File: src/rtl/audio_pkg.sv
// ---------------------------------------------------------------------------
// audio_pkg
// Shared types and constants for the audio path: the envelope state
// encoding, default widths, the full-scale level, and constants shared with
// the square-wave tone generator.
// ---------------------------------------------------------------------------
package audio_pkg;

  // Envelope phases. IDLE is zero so that a reset state register is IDLE.
  typedef enum logic [2:0] {
    IDLE    = 3'd0,
    ATTACK  = 3'd1,
    DECAY   = 3'd2,
    SUSTAIN = 3'd3,
    RELEASE = 3'd4
  } env_state_t;

  localparam int unsigned PRE_W_DEF = 8;      // default envelope prescaler width
  localparam int unsigned LVL_W_DEF = 8;      // default level / PWM width
  localparam int unsigned RATE_W    = 8;      // width of the rate inputs and rate counter
  localparam logic [7:0]  LVL_MAX   = 8'hFF;  // full-scale level at the default width

  // Constants shared with the tone generator.
  localparam int unsigned TONE_DIV_W   = 16;      // tone half-period divider width
  localparam logic [15:0] TONE_DIV_MIN = 16'd2;   // smallest legal half-period

endpackage

File: src/rtl/audio_env_step.sv
// ---------------------------------------------------------------------------
// audio_env_step
// Envelope timebase. A free-running PRE_W-bit prescaler produces one tick
// per 2^PRE_W clocks; an 8-bit rate counter counts ticks and fires a
// one-clock step strobe on the (rate+1)-th tick, then starts over.
//
// Ports:
//   i_Clk    system clock (posedge)
//   i_Rst_L  asynchronous active-low reset
//   i_Rate   ticks per step minus 1 for the current envelope phase (live)
//   i_Clear  restart the rate count (envelope phase change)
//   o_Step   one-clock step strobe
// ---------------------------------------------------------------------------
module audio_env_step
  import audio_pkg::*;
#(
  parameter int unsigned PRE_W = PRE_W_DEF
) (
  input  logic              i_Clk,
  input  logic              i_Rst_L,
  input  logic [RATE_W-1:0] i_Rate,
  input  logic              i_Clear,
  output logic              o_Step
);

  logic [PRE_W-1:0]  r_pre;
  logic [RATE_W-1:0] r_cnt;
  logic              w_tick;

  // Tick is high in the cycle whose closing edge wraps the prescaler to 0.
  assign w_tick = (r_pre == {PRE_W{1'b1}});

  // '>=' rather than '==' so a rate lowered below the running count still
  // fires at the next tick instead of waiting for the counter to wrap.
  assign o_Step = w_tick & (r_cnt >= i_Rate);

  // Free-running prescaler.
  always_ff @(posedge i_Clk or negedge i_Rst_L) begin
    if (!i_Rst_L) begin
      r_pre <= {PRE_W{1'b0}};
    end else begin
      r_pre <= r_pre + PRE_W'(1);
    end
  end

  // Tick counter: cleared on phase change (which takes priority) and on a step.
  always_ff @(posedge i_Clk or negedge i_Rst_L) begin
    if (!i_Rst_L) begin
      r_cnt <= {RATE_W{1'b0}};
    end else if (i_Clear) begin
      r_cnt <= {RATE_W{1'b0}};
    end else if (o_Step) begin
      r_cnt <= {RATE_W{1'b0}};
    end else if (w_tick) begin
      r_cnt <= r_cnt + RATE_W'(1);
    end else begin
      r_cnt <= r_cnt;
    end
  end

endmodule

File: src/rtl/audio_env_pwm.sv
// ---------------------------------------------------------------------------
// audio_env_pwm
// ADSR envelope shaper plus PWM volume stage behind the tone generator.
// The envelope level gates the synchronised tone through a PWM compare; the
// output feeds the audio pin's external RC filter.
//
// Ports:
//   i_Clk           system clock (posedge)
//   i_Rst_L         asynchronous active-low reset
//   i_Tone          square wave from the tone generator (changes on negedge)
//   i_Gate          note on (1) / note off (0)
//   i_Attack_Rate   ticks per +1 step in ATTACK, minus 1
//   i_Decay_Rate    ticks per -1 step in DECAY, minus 1
//   i_Release_Rate  ticks per -1 step in RELEASE, minus 1
//   i_Sustain_Lvl   sustain level
//   o_Out           registered PWM audio output
//   o_Level         registered copy of the envelope level
//   o_Busy          registered "envelope not idle"
// ---------------------------------------------------------------------------
module audio_env_pwm
  import audio_pkg::*;
#(
  parameter int unsigned PRE_W = PRE_W_DEF,
  parameter int unsigned LVL_W = LVL_W_DEF
) (
  input  logic              i_Clk,
  input  logic              i_Rst_L,
  input  logic              i_Tone,
  input  logic              i_Gate,
  input  logic [RATE_W-1:0] i_Attack_Rate,
  input  logic [RATE_W-1:0] i_Decay_Rate,
  input  logic [RATE_W-1:0] i_Release_Rate,
  input  logic [LVL_W-1:0]  i_Sustain_Lvl,
  output logic              o_Out,
  output logic [LVL_W-1:0]  o_Level,
  output logic              o_Busy
);

  localparam logic [LVL_W-1:0] L_MAX  = {LVL_W{1'b1}};
  localparam logic [LVL_W-1:0] L_ZERO = {LVL_W{1'b0}};

  env_state_t        r_state;
  env_state_t        w_state_nxt;
  logic [LVL_W-1:0]  r_level;
  logic [LVL_W-1:0]  w_level_nxt;
  logic [LVL_W-1:0]  r_pwm_cnt;
  logic              r_tone_q;
  logic [RATE_W-1:0] w_rate;
  logic              w_step;
  logic              w_clear;

  // Pick the step rate of the active phase; IDLE and SUSTAIN never step.
  always_comb begin
    w_rate = {RATE_W{1'b0}};
    case (r_state)
      ATTACK:  w_rate = i_Attack_Rate;
      DECAY:   w_rate = i_Decay_Rate;
      RELEASE: w_rate = i_Release_Rate;
      default: w_rate = {RATE_W{1'b0}};
    endcase
  end

  // Any phase change restarts the rate count so the first step of a phase
  // lands on the (rate+1)-th tick after entering it.
  assign w_clear = (w_state_nxt != r_state);

  audio_env_step #(
    .PRE_W (PRE_W)
  ) u_step (
    .i_Clk   (i_Clk),
    .i_Rst_L (i_Rst_L),
    .i_Rate  (w_rate),
    .i_Clear (w_clear),
    .o_Step  (w_step)
  );

  // Envelope next-state and next-level. Transitions are evaluated before the
  // step so that a transition in the same cycle suppresses the step.
  always_comb begin
    w_state_nxt = r_state;
    w_level_nxt = r_level;
    case (r_state)
      IDLE: begin
        w_level_nxt = L_ZERO;
        if (i_Gate) begin
          w_state_nxt = ATTACK;
        end else begin
          w_state_nxt = IDLE;
        end
      end
      ATTACK: begin
        if (!i_Gate) begin
          w_state_nxt = RELEASE;
        end else if (r_level == L_MAX) begin
          w_state_nxt = DECAY;
        end else if (w_step) begin
          w_level_nxt = r_level + LVL_W'(1);
        end else begin
          w_level_nxt = r_level;
        end
      end
      DECAY: begin
        // Also covers sustain at full scale: leaves DECAY on its first cycle.
        if (!i_Gate) begin
          w_state_nxt = RELEASE;
        end else if (r_level <= i_Sustain_Lvl) begin
          w_state_nxt = SUSTAIN;
        end else if (w_step) begin
          w_level_nxt = r_level - LVL_W'(1);
        end else begin
          w_level_nxt = r_level;
        end
      end
      SUSTAIN: begin
        // Level is held even if the sustain input is later lowered.
        if (!i_Gate) begin
          w_state_nxt = RELEASE;
        end else begin
          w_state_nxt = SUSTAIN;
        end
      end
      RELEASE: begin
        // Retrigger resumes ATTACK from the current level.
        if (i_Gate) begin
          w_state_nxt = ATTACK;
        end else if (r_level == L_ZERO) begin
          w_state_nxt = IDLE;
        end else if (w_step) begin
          w_level_nxt = r_level - LVL_W'(1);
        end else begin
          w_level_nxt = r_level;
        end
      end
      default: begin
        w_state_nxt = IDLE;
        w_level_nxt = L_ZERO;
      end
    endcase
  end

  // Envelope state and level registers.
  always_ff @(posedge i_Clk or negedge i_Rst_L) begin
    if (!i_Rst_L) begin
      r_state <= IDLE;
      r_level <= L_ZERO;
    end else begin
      r_state <= w_state_nxt;
      r_level <= w_level_nxt;
    end
  end

  // Tone resync (the generator changes it on the falling edge) and free-running PWM counter.
  always_ff @(posedge i_Clk or negedge i_Rst_L) begin
    if (!i_Rst_L) begin
      r_tone_q  <= 1'b0;
      r_pwm_cnt <= L_ZERO;
    end else begin
      r_tone_q  <= i_Tone;
      r_pwm_cnt <= r_pwm_cnt + LVL_W'(1);
    end
  end

  // Registered outputs; level and busy trail the envelope registers by one clock.
  always_ff @(posedge i_Clk or negedge i_Rst_L) begin
    if (!i_Rst_L) begin
      o_Out   <= 1'b0;
      o_Level <= L_ZERO;
      o_Busy  <= 1'b0;
    end else begin
      o_Out   <= r_tone_q & (r_pwm_cnt < r_level);
      o_Level <= r_level;
      o_Busy  <= (r_state != IDLE);
    end
  end

endmodule

File: config.mk
export PLATFORM = sky130hd
export DESIGN_NAME = audio_env_pwm
export DESIGN_NICKNAME = d
export VERILOG_FILES = /design/src/rtl/audio_pkg.sv /design/src/rtl/audio_env_step.sv /design/src/rtl/audio_env_pwm.sv
export SDC_FILE = /design/constraint.sdc
export NUM_CORES = 1
export LEC_CHECK = 0
export BUFFER_PORTS_ARGS = -buffer_cell sky130_fd_sc_hd__buf_2
export CAP_MARGIN = 20
export CORE_ASPECT_RATIO = 1.4
export CORE_MARGIN = 2
export CORE_UTILIZATION = 57
export CTS_BUF_LIST = sky130_fd_sc_hd__clkbuf_4 sky130_fd_sc_hd__clkbuf_8 sky130_fd_sc_hd__clkbuf_16
export CTS_CLUSTER_DIAMETER = 80
export DETAILED_ROUTE_END_ITERATION = 8
export PLACE_DENSITY = 0.92
export SKIP_CTS_REPAIR_TIMING = 1
export SLEW_MARGIN = 10
export SYNTH_ARGS = -nofsm -noshare
export SYNTH_HDL_FRONTEND = slang
export SYNTH_SLANG_ARGS = --single-unit
File: constraint.sdc
create_clock -name i_Clk -period 3.5 [get_ports i_Clk]
set_input_delay 0.175 -clock i_Clk [delete_from_list [all_inputs] [get_ports i_Clk]]
set_output_delay 0.175 -clock i_Clk [all_outputs]
set_load 0.02 [all_outputs]
==> out/metrics.csv <==
metric,value,unit
LEAKAGE,0.00163,uW
die height,88.4,um
"most common cell after layout, fill and taps aside",dfrtp_1,
drt drc,0,
Pre-Repair DR Iteration Count,5,
unrepaired setup endpoints after global routing,no,
"commonest cells after routing, fill and taps aside","dfrtp_1, buf_2, ha_1",
crit end category,register,
Post-synth top flop,dfrtp_1,
die area,5680,um^2
number of buffers created by CTS,5,
Total Wirelength,6.30,mm
Crit Path Class,register to register,
Worst-Skew Late Latency,0.31,ns
via-per-instance ratio,5.84,
CTS tree,yes,
crit-path cells,xor2_1 -> nor2b_1 -> ha_1 -> a21oi_1 -> o2111a_1 -> nor3_1 -> nor4b_1 -> o22ai_1 -> a21o_2,
Hold WS,0.119,ns
WP data required,3.71,ns
H-tree lvl count,2,
Max Clock Skew,0.00631,ns
post-synth cell types,53,
clk root buf,clkbuf_8,
fraction of registers with async set/reset,100,%
first-pass GRT wire length,10.5,mm
core box area,4880,um^2
crit-path max FO,20,
Peak VDD IR,0.315,mV
arrival time worst endpoint,3.38,ns
vias in the first global route,2356,
CTS Buffer Depth,2,
initial drt markers,95,
pwr dens,321,nW/um^2
setup TNS,0,ns
Synth area leaders,"dfrtp_1, ha_1, xor2_1",
Max Cap Viol,0,
startpoint types,register,
Final min period,3.17,ns
Worst Max-Slew Pin Slew,0.568,ns
post-synth net total,361,
Worst Reg-to-Reg Cells,9,
Filler cells,383,
initial antenna violation count,0,
share of layout cells above drive strength 1,20.5,%
antenna-violating nets left,0,
num ports,46,
largest net degree at the start of global routing,47,
Seq cells post-synth,46,
Tcrit/Tclk final,90.5,%
grt ovf,0,
Worst path slowest cell,dfrtp_1,
Slew Limit Fails,0,
status,finished clean,
Clock Sinks,46,
Post-Syn Area per Cell,9.93,um^2
Yosys warning count,0,
WHS Path Cells,2,
"Largest delay share family, worst path",simple AND/OR/NAND/NOR gates,
GP Congestion,0.922,
final hold viol count,0,
CP peak stage delay,0.68,ns
HPWL after detailed placement,4.83,mm
Area growth syn-to-layout,16.0,%
# diodes,0,
Fmax,316,MHz
Initial Util,59.4,%
cells after synthesis,292,
worst path bufs/invs,0,
wire per inst,15.4,um
mapped cell area,2900,um^2
DR vias,2395,
number of buffers added on ports,45,
cell taking the most area after synthesis,dfrtp_1,
setup violators final,0,
Chip Width,64.3,um
register area share after synthesis,39.7,%
Stages on worst setup path,9,
top cell type's share of synthesized area,39.7,%
Rel. slew slack,62.1,%
Post-synth EDFFs,0,
layout net count,414,
total power,1080,uW
Clock transition at path regs,0.09,ns
hold crit path type,input pin to register,
Row Count,30,
total track usage,23.6,%
==> where the power goes <==
group          switching, uW  internal (uW)  total [uW]
Sequential              5.02            534         539
Combinational           69.1           56.8         126
Clock                    197            218         415
==> cells in the mapped netlist (all sizes together) (5+ instances only) <==
library cell and number:
dfrtp 46, ha 32, nor2 27, inv 25, nand2 14, xor2 14
o21ai 13, a21oi 12, nand4 10, xnor2 10, a22oi 8, nand3 8
o22ai 7, o21a 6, nor3 5
==> worst paths after layout <==
kind / from / to / slack, ns
hold reg to reg: r_level[2] / o_Level[2] / 0.47
max in group asynchronous: i_Rst_L / r_state[0] / 2.74
setup reg to reg: r_state[1] / r_level[7] / 0.33
setup / recovery: r_state[1] / r_level[7] / 0.33
min in group asynchronous: i_Rst_L / u_step.r_cnt[0] / 0.28
hold / removal: i_Gate / r_state[2] / 0.12
==> routing by layer <==
layer | part of all wire, % | wire, um | GRT usage (%) | up-vias
met4 | 2.3 | 147 | 8.70 | 0
met3 | 3.0 | 188 | 3.05 | 15
met5 | 0 | 0 | 0 | -
li1 | - | - | - | 1164
met2 | 54 | 3390 | 43.8 | 50
met1 | 41 | 2570 | 27.9 | 1166
==> worst reg2reg max path, cell delays in order (launching register included) <==
cell and delay, ns:
dfrtp_1 0.68, xor2_1 0.20, nor2b_1 0.48, ha_1 0.34, a21oi_1 0.23, o2111a_1 0.26, nor3_1 0.08, nor4b_1 0.44
o22ai_1 0.14, a21o_2 0.23
==> area by class of cell <==
type                    instances  area (um^2)  share of cell area, %
clock buffers                   5         68.8                   2.05
repair buffers                 51          288                   8.56
clock inverters                 3         47.5                   1.41
multi-input cells             216         1630                   48.6
inverters                      25         93.8                   2.79
flip-flops and latches         46         1150                   34.2
well taps                      64         80.1                   2.38
==> cell families after synthesis <==
logic type	count (synthesis)	synth area share, %
and+or+nand+nor	84	15.1
muxes	4	1.47
DFF	46	39.7
AOI/OAI and AO/OA	71	18.0
buffers and inverters	30	3.97
adders and majority gates	33	14.5
xor gates and xnor gates	24	7.25
==> through the flow <==
| stage | setup WS (ns) | area, um^2 | cells | utilization [%] |
|---|---|---|---|---|
| after CTS | 0.350 | 3320 | 407 | 68.1 |
| after floorplan | 0.781 | 2900 | 292 | - |
| after global placement | 0.594 | 3210 | 399 | 65.7 |
| final | 0.332 | 3360 | 410 | 68.9 |
| after detailed placement | 0.383 | 3210 | 399 | 65.7 |
| after global routing | 0.0998 | 3360 | 410 | 68.9 |
==> sequential cells by signal (all words and copies together), names as in the netlist <==
signal / count
r_pwm_cnt: 8
o_Busy: 1
r_tone_q: 1
u_step.r_cnt: 8
o_Out: 1
r_level: 8
o_Level: 8
r_state: 3
u_step.r_pre: 8
Power figures use the tool's default switching activity.
